[src/rtl/compressor_pkg.sv]
// Shared types for the LZRW group packer: buffered item record and packer FSM states.
// Item fields are sized for the widest legal configuration; the packer zero-extends.
package compressor_pkg;

    localparam int unsigned ItemOffsetW = 16;
    localparam int unsigned ItemLenW    = 8;

    typedef struct packed {
        logic                   is_copy;
        logic [7:0]             literal;
        logic [ItemOffsetW-1:0] offset;
        logic [ItemLenW-1:0]    len;
    } item_t;

    typedef enum logic [1:0] {
        StFill,
        StEmitCtrl,
        StEmitItems
    } state_e;

endpackage

[src/rtl/lzrw_item_buffer.sv]
// Group item register file: one synchronous write port, one asynchronous read index.
module lzrw_item_buffer
    import compressor_pkg::*;
#(
    parameter int unsigned Depth = 16,
    localparam int unsigned IdxW = $clog2(Depth)
) (
    input  logic            clock,
    input  logic            wrEn_i,
    input  logic [IdxW-1:0] wrIdx_i,
    input  item_t           wrItem_i,
    input  logic [IdxW-1:0] rdIdx_i,
    output item_t           rdItem_o
);

    // Pure datapath storage; validity is tracked by the packer's item count.
    item_t mem [Depth];

    always_ff @(posedge clock) begin
        if (wrEn_i) begin
            mem[wrIdx_i] <= wrItem_i;
        end
    end

    assign rdItem_o = mem[rdIdx_i];

endmodule

[src/rtl/lzrw_group_packer.sv]
// Collects up to GROUP_SIZE literal/copy items, then emits the control bitmap bytes
// followed by the packed items as a byte stream with valid/ready handshaking.
module lzrw_group_packer
    import compressor_pkg::*;
#(
    parameter int unsigned GROUP_SIZE = 16,
    parameter int unsigned OFFSET_W   = 12,
    parameter int unsigned LEN_W      = 4,
    parameter int unsigned MIN_MATCH  = 3
) (
    input  logic                clock,
    input  logic                reset,
    input  logic                in_valid,
    output logic                in_ready,
    input  logic                in_is_copy,
    input  logic [7:0]          in_literal,
    input  logic [OFFSET_W-1:0] in_offset,
    input  logic [LEN_W:0]      in_len,
    input  logic                in_flush,
    input  logic                in_item,
    output logic                out_valid,
    input  logic                out_ready,
    output logic [7:0]          out_data,
    output logic                out_last,
    output logic                flush_done
);

    localparam int unsigned IdxW      = $clog2(GROUP_SIZE);
    localparam int unsigned CntW      = $clog2(GROUP_SIZE + 1);
    localparam int unsigned CtrlBytes = GROUP_SIZE / 8;
    localparam int unsigned CbW       = (CtrlBytes > 1) ? $clog2(CtrlBytes) : 1;

    state_e              stateQ, stateD;
    logic [CntW-1:0]     cntQ, cntD;
    logic [GROUP_SIZE-1:0] ctrlQ, ctrlD;
    logic                flushedQ, flushedD;
    logic [CbW-1:0]      byteIdxQ, byteIdxD;
    logic [IdxW-1:0]     rdIdxQ, rdIdxD;
    logic                halfQ, halfD;
    logic                flushDoneQ, flushDoneD;

    logic                wrEn;
    item_t               wrItem, rdItem;
    logic [ItemOffsetW-1:0] offHi;
    logic [ItemLenW-1:0] lenCode;
    logic [7:0]          copyHi, copyLo;
    logic                lastItem, itemDone, fullNow;

    assign wrItem.is_copy = in_is_copy;
    assign wrItem.literal = in_literal;
    assign wrItem.offset  = ItemOffsetW'(in_offset);
    assign wrItem.len     = ItemLenW'(in_len);

    lzrw_item_buffer #(
        .Depth (GROUP_SIZE)
    ) u_buffer (
        .clock    (clock),
        .wrEn_i   (wrEn),
        .wrIdx_i  (IdxW'(cntQ)),
        .wrItem_i (wrItem),
        .rdIdx_i  (rdIdxQ),
        .rdItem_o (rdItem)
    );

    // Copy encoding: high offset bits above the biased length, then low offset byte.
    assign lenCode  = (rdItem.len - ItemLenW'(MIN_MATCH)) & ItemLenW'((1 << LEN_W) - 1);
    assign offHi    = (rdItem.offset >> 8) << LEN_W;
    assign copyHi   = offHi[7:0] | lenCode;
    assign copyLo   = rdItem.offset[7:0];

    assign lastItem = (rdIdxQ == IdxW'(cntQ - CntW'(1)));
    assign itemDone = !rdItem.is_copy || halfQ;
    assign fullNow  = in_item && (cntQ == CntW'(GROUP_SIZE - 1));
    assign flush_done = flushDoneQ;

    always_comb begin
        stateD     = stateQ;
        cntD       = cntQ;
        ctrlD      = ctrlQ;
        flushedD   = flushedQ;
        byteIdxD   = byteIdxQ;
        rdIdxD     = rdIdxQ;
        halfD      = halfQ;
        flushDoneD = 1'b0;
        wrEn       = 1'b0;
        in_ready   = 1'b0;
        out_valid  = 1'b0;
        out_data   = 8'h00;
        out_last   = 1'b0;

        unique case (stateQ)
            StFill: begin
                in_ready = 1'b1;
                if (in_valid) begin
                    if (in_item) begin
                        wrEn              = 1'b1;
                        ctrlD[IdxW'(cntQ)] = in_is_copy;
                        cntD              = cntQ + CntW'(1);
                    end
                    if (fullNow || (in_flush && (in_item || cntQ != '0))) begin
                        stateD   = StEmitCtrl;
                        flushedD = in_flush;
                        byteIdxD = '0;
                        rdIdxD   = '0;
                        halfD    = 1'b0;
                    end else if (in_flush) begin
                        // Empty group: nothing to emit, acknowledge straight away.
                        flushDoneD = 1'b1;
                    end
                end
            end

            StEmitCtrl: begin
                out_valid = 1'b1;
                out_data  = ctrlQ[{byteIdxQ, 3'b000} +: 8];
                if (out_ready) begin
                    if (byteIdxQ == CbW'(CtrlBytes - 1)) begin
                        stateD = StEmitItems;
                    end else begin
                        byteIdxD = byteIdxQ + CbW'(1);
                    end
                end
            end

            StEmitItems: begin
                out_valid = 1'b1;
                if (rdItem.is_copy) begin
                    out_data = halfQ ? copyLo : copyHi;
                end else begin
                    out_data = rdItem.literal;
                end
                out_last = flushedQ && lastItem && itemDone;
                if (out_ready) begin
                    if (!itemDone) begin
                        halfD = 1'b1;
                    end else begin
                        halfD = 1'b0;
                        if (lastItem) begin
                            stateD     = StFill;
                            cntD       = '0;
                            ctrlD      = '0;
                            flushedD   = 1'b0;
                            flushDoneD = flushedQ;
                        end else begin
                            rdIdxD = rdIdxQ + IdxW'(1);
                        end
                    end
                end
            end

            default: begin
                stateD = StFill;
            end
        endcase
    end

    always_ff @(posedge clock) begin
        if (reset) begin
            stateQ     <= StFill;
            cntQ       <= '0;
            ctrlQ      <= '0;
            flushedQ   <= 1'b0;
            byteIdxQ   <= '0;
            rdIdxQ     <= '0;
            halfQ      <= 1'b0;
            flushDoneQ <= 1'b0;
        end else begin
            stateQ     <= stateD;
            cntQ       <= cntD;
            ctrlQ      <= ctrlD;
            flushedQ   <= flushedD;
            byteIdxQ   <= byteIdxD;
            rdIdxQ     <= rdIdxD;
            halfQ      <= halfD;
            flushDoneQ <= flushDoneD;
        end
    end

endmodule

[config.mk]
export PLATFORM = sky130hd
export DESIGN_NAME = lzrw_group_packer
export DESIGN_NICKNAME = d
export VERILOG_FILES = /design/src/rtl/compressor_pkg.sv /design/src/rtl/lzrw_item_buffer.sv /design/src/rtl/lzrw_group_packer.sv
export SDC_FILE = /design/constraint.sdc
export NUM_CORES = 1
export LEC_CHECK = 0
export BUFFER_PORTS_ARGS = -buffer_cell sky130_fd_sc_hd__buf_4
export CAP_MARGIN = 20
export CORE_UTILIZATION = 30
export DETAILED_ROUTE_END_ITERATION = 7
export MAX_ROUTING_LAYER = met4
export SETUP_SLACK_MARGIN = 0.2
export SYNTH_ARGS = -nofsm -noshare
export SYNTH_HDL_FRONTEND = slang
export SYNTH_SLANG_ARGS = --single-unit
export TNS_END_PERCENT = 100
[constraint.sdc]
create_clock -name clock -period 6.8 [get_ports clock]
set_input_delay 0.34 -clock clock [delete_from_list [all_inputs] [get_ports clock]]
set_output_delay 0.34 -clock clock [all_outputs]
set_load 0.02 [all_outputs]
==> Yosys cells after proc, flatten, opt, wreduce, memory -nomap -nowiden <==
Memory sizes are Yosys's and may differ from the RTL's. A register that Yosys moved wholly into a read port is not among the register bits.
Cells that the tools add are included.
{ "word_totals": {"ff_bits": 31, "ramBits": 416, "inputBits": 32, "output_inout_bits": 12, "elab_cells": 114, "memories": 1} }
{ "memory_table": {"columns": ["memory", "words", "width", "read_ports", "rd_clocked_by_memory_dff", "wr", "line", "source"], "rows": [
  ["u_buffer.mem", 16, 26, 1, 1, 1, "lzrw_item_buffer.sv:17", "item_t mem [Depth];"]
]} }
{ "op_classes": {"n_addsub": 5, "order_cmp": 2, "n_eq_ne": 13, "shifts": 1, "n_mux": 63, "bitwise_logic": 1, "reduce_logical": 20} }
{ "op_table": {"columns": ["op", "n"], "rows": [
  ["$mux 16", 5],
  ["$pmux 16 s2", 1],
  ["$mux 4", 7],
  ["$mux 1", 26],
  ["$mux 5", 5],
  ["$ne 2x2->1 const B", 9],
  ["$reduce_and 6->1", 3],
  ["$bwmux 16", 1],
  ["$mux 8", 2],
  ["$pmux 8 s2", 1],
  ["$shiftx 16x5->8", 1],
  ["$mux 2", 7],
  ["$pmux 5 s2", 1],
  ["$or 8x4->8", 1],
  ["$pmux 1 s2", 4],
  ["$pmux 4 s2", 1],
  ["$reduce_and 4->1", 2],
  ["$reduce_and 7->1", 1],
  ["$pmux 2 s3", 1],
  ["$add 5x1->5 const B", 1],
  ["$eq 5x4->1 const B", 1],
  ["$logic_and 1x1->1", 5],
  ["$lt 4x5->1 const B", 1],
  ["$reduce_bool 5->1", 1],
  ["14 further kinds", 17]
]} }

==> Longest topological paths before layout <==
{ "logic_depth": {"word_depth": 9, "depth_mapped": 11, "ltp_nobuf": 9} }

==> Modules after synthesis <==
From an unflattened synthesis, not the netlist that was laid out.
{ "hier_totals": {"cells_unflattened": 1119, "hier_area_um2": 22253.8} }
{ "by_module_without_submodules": {"columns": ["module", "instances", "cells_each", "area_per_inst_um2", "seq_area_each_um2"], "rows": [
  ["lzrw_item_buffer", 1, 831, 19969.2, 15855.2],
  ["lzrw_group_packer", 1, 288, 2284.7, 620.6]
]} }

==> Least setup slack after synthesis <==
Ideal clock, no wire load.
{ "synth_path": {"path_kind": "reg-to-reg", "startpoint": "register stateQ[0]", "endpoint": "memory u_buffer.mem[0][0] (netlist bit) (enable)", "setup_ns": 0.438, "arrival_time_ns": 3.022, "t_required_ns": 6.362, "setup_slack_ns": 3.340, "path_stages_with_launch": 7, "n_path_buf": 1, "period_less_slack_ns": 3.460, "path_cell_list": "dfxtp_1 > inv_1 > ha_1 > clkbuf_1 > and3_1 > nand2_1 > nor3_1"} }
{ "synth_via": {"elab_chain_cells": 4} }
{ "synth_rtl": {"columns": ["element", "line", "source"], "rows": [
  ["start, declared", "lzrw_group_packer.sv:33", "state_e stateQ, stateD;"],
  ["start signal, assigned", "lzrw_group_packer.sv:159", "stateQ <= StFill;"],
  ["start signal, assigned", "lzrw_group_packer.sv:168", "stateQ <= stateD;"],
  ["$logic_not 2->1", "lzrw_group_packer.sv:91", "unique case (stateQ)"],
  ["$mux 1", "lzrw_group_packer.sv:91", null],
  ["$mux 1", "lzrw_item_buffer.sv:20", "if (wrEn_i) begin"],
  ["$mux 1 (implied by the code)", "lzrw_item_buffer.sv:21", "mem[wrIdx_i] <= wrItem_i;"],
  ["end, declared", "lzrw_item_buffer.sv:17", null]
]} }
No other way between the ends.

==> run_summary.xml <==
<?xml version="1.0" encoding="UTF-8"?>
<metrics>
  <group name="outcome">
    <metric name="outcome" unit="">finished clean</metric>
  </group>
  <group name="critical_path">
    <metric name="arrival" unit="ns">4.26</metric>
    <metric name="path_class" unit="">flop to output pin</metric>
    <metric name="cp.required" unit="ns">6.46</metric>
    <metric name="reg2regPathDepth" unit="">6</metric>
    <metric name="reg2reg_slack" unit="ns">3.80</metric>
    <metric name="crit_chain" unit="">buf_4 &gt; mux4_2 &gt; mux4_2 &gt; mux2i_1 &gt; a211o_1 &gt; o21ai_0 &gt; buf_4</metric>
    <metric name="crit_family" unit="">multiplexers</metric>
    <metric name="worst_setup_path_start_kind" unit="">flop</metric>
    <metric name="cp-end-kind" unit="">output pin</metric>
    <metric name="worst_r2r_endpoint" unit="">ctrlQ[6]$_SDFFE_PP0P_</metric>
    <metric name="timing.critical_path.fanout_max" unit="">39</metric>
    <metric name="timing.critical_path.slowest_cell_delay" unit="ns">0.80</metric>
    <metric name="worst_path_max_delay_cell" unit="">dfxtp_4</metric>
    <metric name="cp.buffers_inverters" unit="">2</metric>
  </group>
  <group name="routing">
    <metric name="first_pass_iters" unit="">7</metric>
    <metric name="vias" unit="">8591</metric>
    <metric name="drt-vias-per-instance" unit="">4.99</metric>
    <metric name="wl" unit="mm">38.8</metric>
    <metric name="route.antenna.remaining_nets" unit="">0</metric>
    <metric name="route.detailed.wl_per_inst" unit="microns">22.6</metric>
    <metric name="drt_first_iter_violations" unit="">822</metric>
    <metric name="post-route-drc-count" unit="">0</metric>
  </group>
  <group name="global_route">
    <metric name="via_count_of_the_first_global_routing_pass" unit="">8808</metric>
    <metric name="grt_first_pass_wirelength" unit="mm">58.2</metric>
    <metric name="global_route.usage.total" unit="">0.138</metric>
    <metric name="globalRoute.totalOverflow" unit="">0</metric>
    <metric name="grt_max_degree" unit="">42</metric>
    <metric name="grt-busiest-layer" unit="">met2</metric>
    <metric name="grtUsageMet2" unit="">0.210</metric>
    <metric name="initial_antenna_violation_count" unit="">3</metric>
    <metric name="grt_util_met3" unit="">0.0251</metric>
    <metric name="use_met1" unit="">0.189</metric>
  </group>
  <group name="clock_network">
    <metric name="clkSlewWorstSetupHoldPaths" unit="ns">0.06</metric>
    <metric name="ctsResizeCount" unit="">0</metric>
    <metric name="cts_num_sinks" unit="">435</metric>
    <metric name="ctsRootBufferMaster" unit="">clkbuf_16</metric>
    <metric name="cts_hold_buf" unit="">0</metric>
    <metric name="cts.path.max_buffers" unit="">3</metric>
    <metric name="ctsHtreeMaxLevel" unit="">2</metric>
    <metric name="post-cts-setup-buffer-count" unit="">0</metric>
    <metric name="cts-buffers-inserted" unit="">46</metric>
    <metric name="insertion_delay" unit="ns">0.59</metric>
    <metric name="cts_tree" unit="">yes</metric>
  </group>
  <group name="floorplanning">
    <metric name="io_pins" unit="">44</metric>
    <metric name="die_h" unit="microns">243</metric>
    <metric name="placeableCoreArea" unit="sq um">56800</metric>
    <metric name="std_cell_rows" unit="">87</metric>
    <metric name="die-area" unit="sq um">58900</metric>
    <metric name="floorplan_die_width" unit="microns">243</metric>
    <metric name="initial_core_utilization" unit="">0.306</metric>
  </group>
  <group name="yosys">
    <metric name="ys_async_sr_fraction" unit="">0</metric>
    <metric name="synth-main-ff-cell" unit="">edfxtp_1</metric>
    <metric name="ys_seq_area_frac" unit="">0.732</metric>
    <metric name="synth.distinct_cells" unit="">57</metric>
    <metric name="syn-mean-instance-area" unit="sq um">20.2</metric>
    <metric name="netlist_instances" unit="">859</metric>
    <metric name="synth_enable_flop_cells" unit="">400</metric>
    <metric name="syn_nets" unit="">902</metric>
    <metric name="synthesis.area" unit="sq um">17400</metric>
    <metric name="yosys_warnings" unit="">0</metric>
    <metric name="synth_seq_cells" unit="">435</metric>
  </group>
  <group name="timing">
    <metric name="slew_viol_final" unit="">0</metric>
    <metric name="setup_tns" unit="ns">0</metric>
    <metric name="final_hold_fails" unit="">0</metric>
    <metric name="period_utilisation_layout" unit="">0.676</metric>
    <metric name="finalCriticalPeriod" unit="ns">4.60</metric>
    <metric name="report.final.setup_viol" unit="">0</metric>
    <metric name="worst-slew-pin-transition" unit="ns">1.10</metric>
    <metric name="setup_repair_after_global_routing_missed_its_margin" unit="">false</metric>
    <metric name="final.hold.worst_slack" unit="ns">0.0430</metric>
    <metric name="achievable-frequency" unit="GHz">0.217</metric>
    <metric name="clock_skew" unit="ns">0.0229</metric>
    <metric name="relSlewSlack" unit="">0.264</metric>
  </group>
  <group name="pwr">
    <metric name="power" unit="mW">5.46</metric>
    <metric name="internal_power" unit="mW">4.27</metric>
    <metric name="sw_frac_of_total" unit="">0.218</metric>
    <metric name="comb_power_share" unit="">0.044</metric>
    <metric name="vdd.ir_drop.worst" unit="V">0.000167</metric>
    <metric name="netSwitchingPower" unit="mW">1.19</metric>
    <metric name="clockPowerShare" unit="">0.415</metric>
    <metric name="power.density" unit="nW/um^2">272</metric>
    <metric name="sequential_group_share_of_total_power" unit="">0.542</metric>
    <metric name="leakagePower" unit="nW">6.13</metric>
  </group>
  <group name="hold_path">
    <metric name="holdCritPathClass" unit="">input port to flop</metric>
    <metric name="hold_end" unit="">u_buffer.mem[9][9]$_DFFE_PP_</metric>
    <metric name="min_delay_path_depth" unit="">1</metric>
    <metric name="min_from" unit="">in_offset[4]</metric>
  </group>
  <group name="placement">
    <metric name="port_buffers" unit="">42</metric>
    <metric name="hpwlAfterDp" unit="mm">20.9</metric>
    <metric name="placed_cells_incl_taps" unit="">1637</metric>
    <metric name="globalplace.congestion" unit="">0.795</metric>
  </group>
  <group name="final_layout">
    <metric name="layout.nets" unit="">974</metric>
    <metric name="layout.cells.non_filler" unit="">1721</metric>
    <metric name="fraction_of_layout_cells_with_a_size_suffix_above_1" unit="">0.286</metric>
    <metric name="flow.area_growth_from_synthesis" unit="%">15.7</metric>
    <metric name="fin_util" unit="">0.354</metric>
  </group>
  <group name="run">
    <metric name="max-cap-violations" unit="">0</metric>
  </group>
</metrics>
## metrics by stage
stage	cell area [sq um]	worst slack, ns
6_report	20100	2.20
3_3_place_gp	18700	2.75
3_5_place_dp	18700	2.76
5_1_grt	20100	1.91
4_1_cts	20100	2.14
2_1_floorplan	17400	3.34
## worst register-to-register path, cell delays in order, from the launching register on
cell and delay (ns):
dfxtp_4 0.80, mux4_2 0.65, mux2i_2 0.27, o22ai_2 0.20, o31ai_4 0.53, nand4_1 0.24, mux2i_1 0.17
## Yosys cell counts (7+ instances only)
| library cell | n | share of area |
|---|---|---|
| dfxtp_1 | 35 | 0.040 |
| nand4_1 | 17 | 0.0061 |
| nor2_1 | 26 | 0.0056 |
| buf_2 | 10 | 0.0029 |
| nor3_1 | 7 | 0.0020 |
| o21ai_0 | 13 | 0.0037 |
| clkbuf_1 | 21 | 0.0045 |
| a21oi_1 | 13 | 0.0037 |
| mux4_2 | 121 | 0.16 |
| ha_1 | 11 | 0.0079 |
| nand3_1 | 15 | 0.0043 |
| mux2i_1 | 33 | 0.019 |
| nand2_1 | 38 | 0.0082 |
| inv_1 | 11 | 0.0024 |
| edfxtp_1 | 400 | 0.69 |
## power by group through the flow
| stage | clock network [mW] | logic (mW) | registers, mW |
|---|---|---|---|
| 2_1_floorplan | 0 | 0.133 | 3.02 |
| 3_3_place_gp | 0 | 0.231 | 3.02 |
| 3_5_place_dp | 0 | 0.239 | 3.02 |
| 4_1_cts | 2.32 | 0.240 | 2.96 |
| 5_1_grt | 2.42 | 0.261 | 2.96 |
| 6_report | 2.27 | 0.238 | 2.96 |
## logic make-up after synthesis
family / Yosys count / synth area share
DFF: 435 / 0.732
AOI/OAI and AO/OA: 67 / 0.0282
adders and majority gates: 11 / 0.00792
xor gates and xnor gates: 5 / 0.00252
buffers and inverters: 55 / 0.0156
muxes: 156 / 0.177
and+or+nand+nor: 130 / 0.0368
## layout by cell type (no fill, tap or decap), types with 13 or more instances in the layout
master	n
dfxtp_1	31
clkbuf_16	46
clkinv_1	16
mux4_2	121
nand4_1	17
nor2_1	14
nand3_1	15
edfxtp_1	400
mux2i_1	33
nand2_1	38
a21oi_1	13
o21ai_0	13
buf_4	64
## layer usage
metal | up-vias | part of all wire
met2 | 219 | 0.47
met5 | - | 0
li1 | 3717 | -
met1 | 4598 | 0.46
met4 | 0 | 0.017
met3 | 57 | 0.057
## sequential cells by signal, summed over array words and instances (netlist names), named ones only
name and cells:
rdIdxQ 4, ctrlQ 16, flush_done 1, flushedQ 1, halfQ 1, u_buffer.mem 400
cntQ 5, stateQ 2, byteIdxQ 1
## layout make-up
| type | instances | area, sq um |
|---|---|---|
| tap | 756 | 946 |
| clock inverter | 27 | 168 |
| clock buffer | 51 | 1170 |
| sequential | 435 | 12700 |
| timing repair buffer | 68 | 543 |
| multi-input combinational | 369 | 4500 |
| fill | 5310 | 36700 |
| inverter | 11 | 41.3 |
| antenna | 4 | 10.0 |
## how the worst max path moves through the flow
stage / from / endpoint / slack (ns) / cells after the start
2_1_floorplan: stateQ[0]$_SDFFE_PP0P_ / u_buffer.mem[0][0]$_DFFE_PP_ / 3.34 / 6
5_1_grt: flop / out_data[2] / 1.91 / 8
6_report: flop / out_data[4] / 2.20 / 7
3_3_place_gp: flop / out_data[4] / 2.75 / 7
3_5_place_dp: flop / out_data[4] / 2.76 / 7
4_1_cts: flop / out_data[4] / 2.14 / 7
Power figures use the tool's default switching activity.
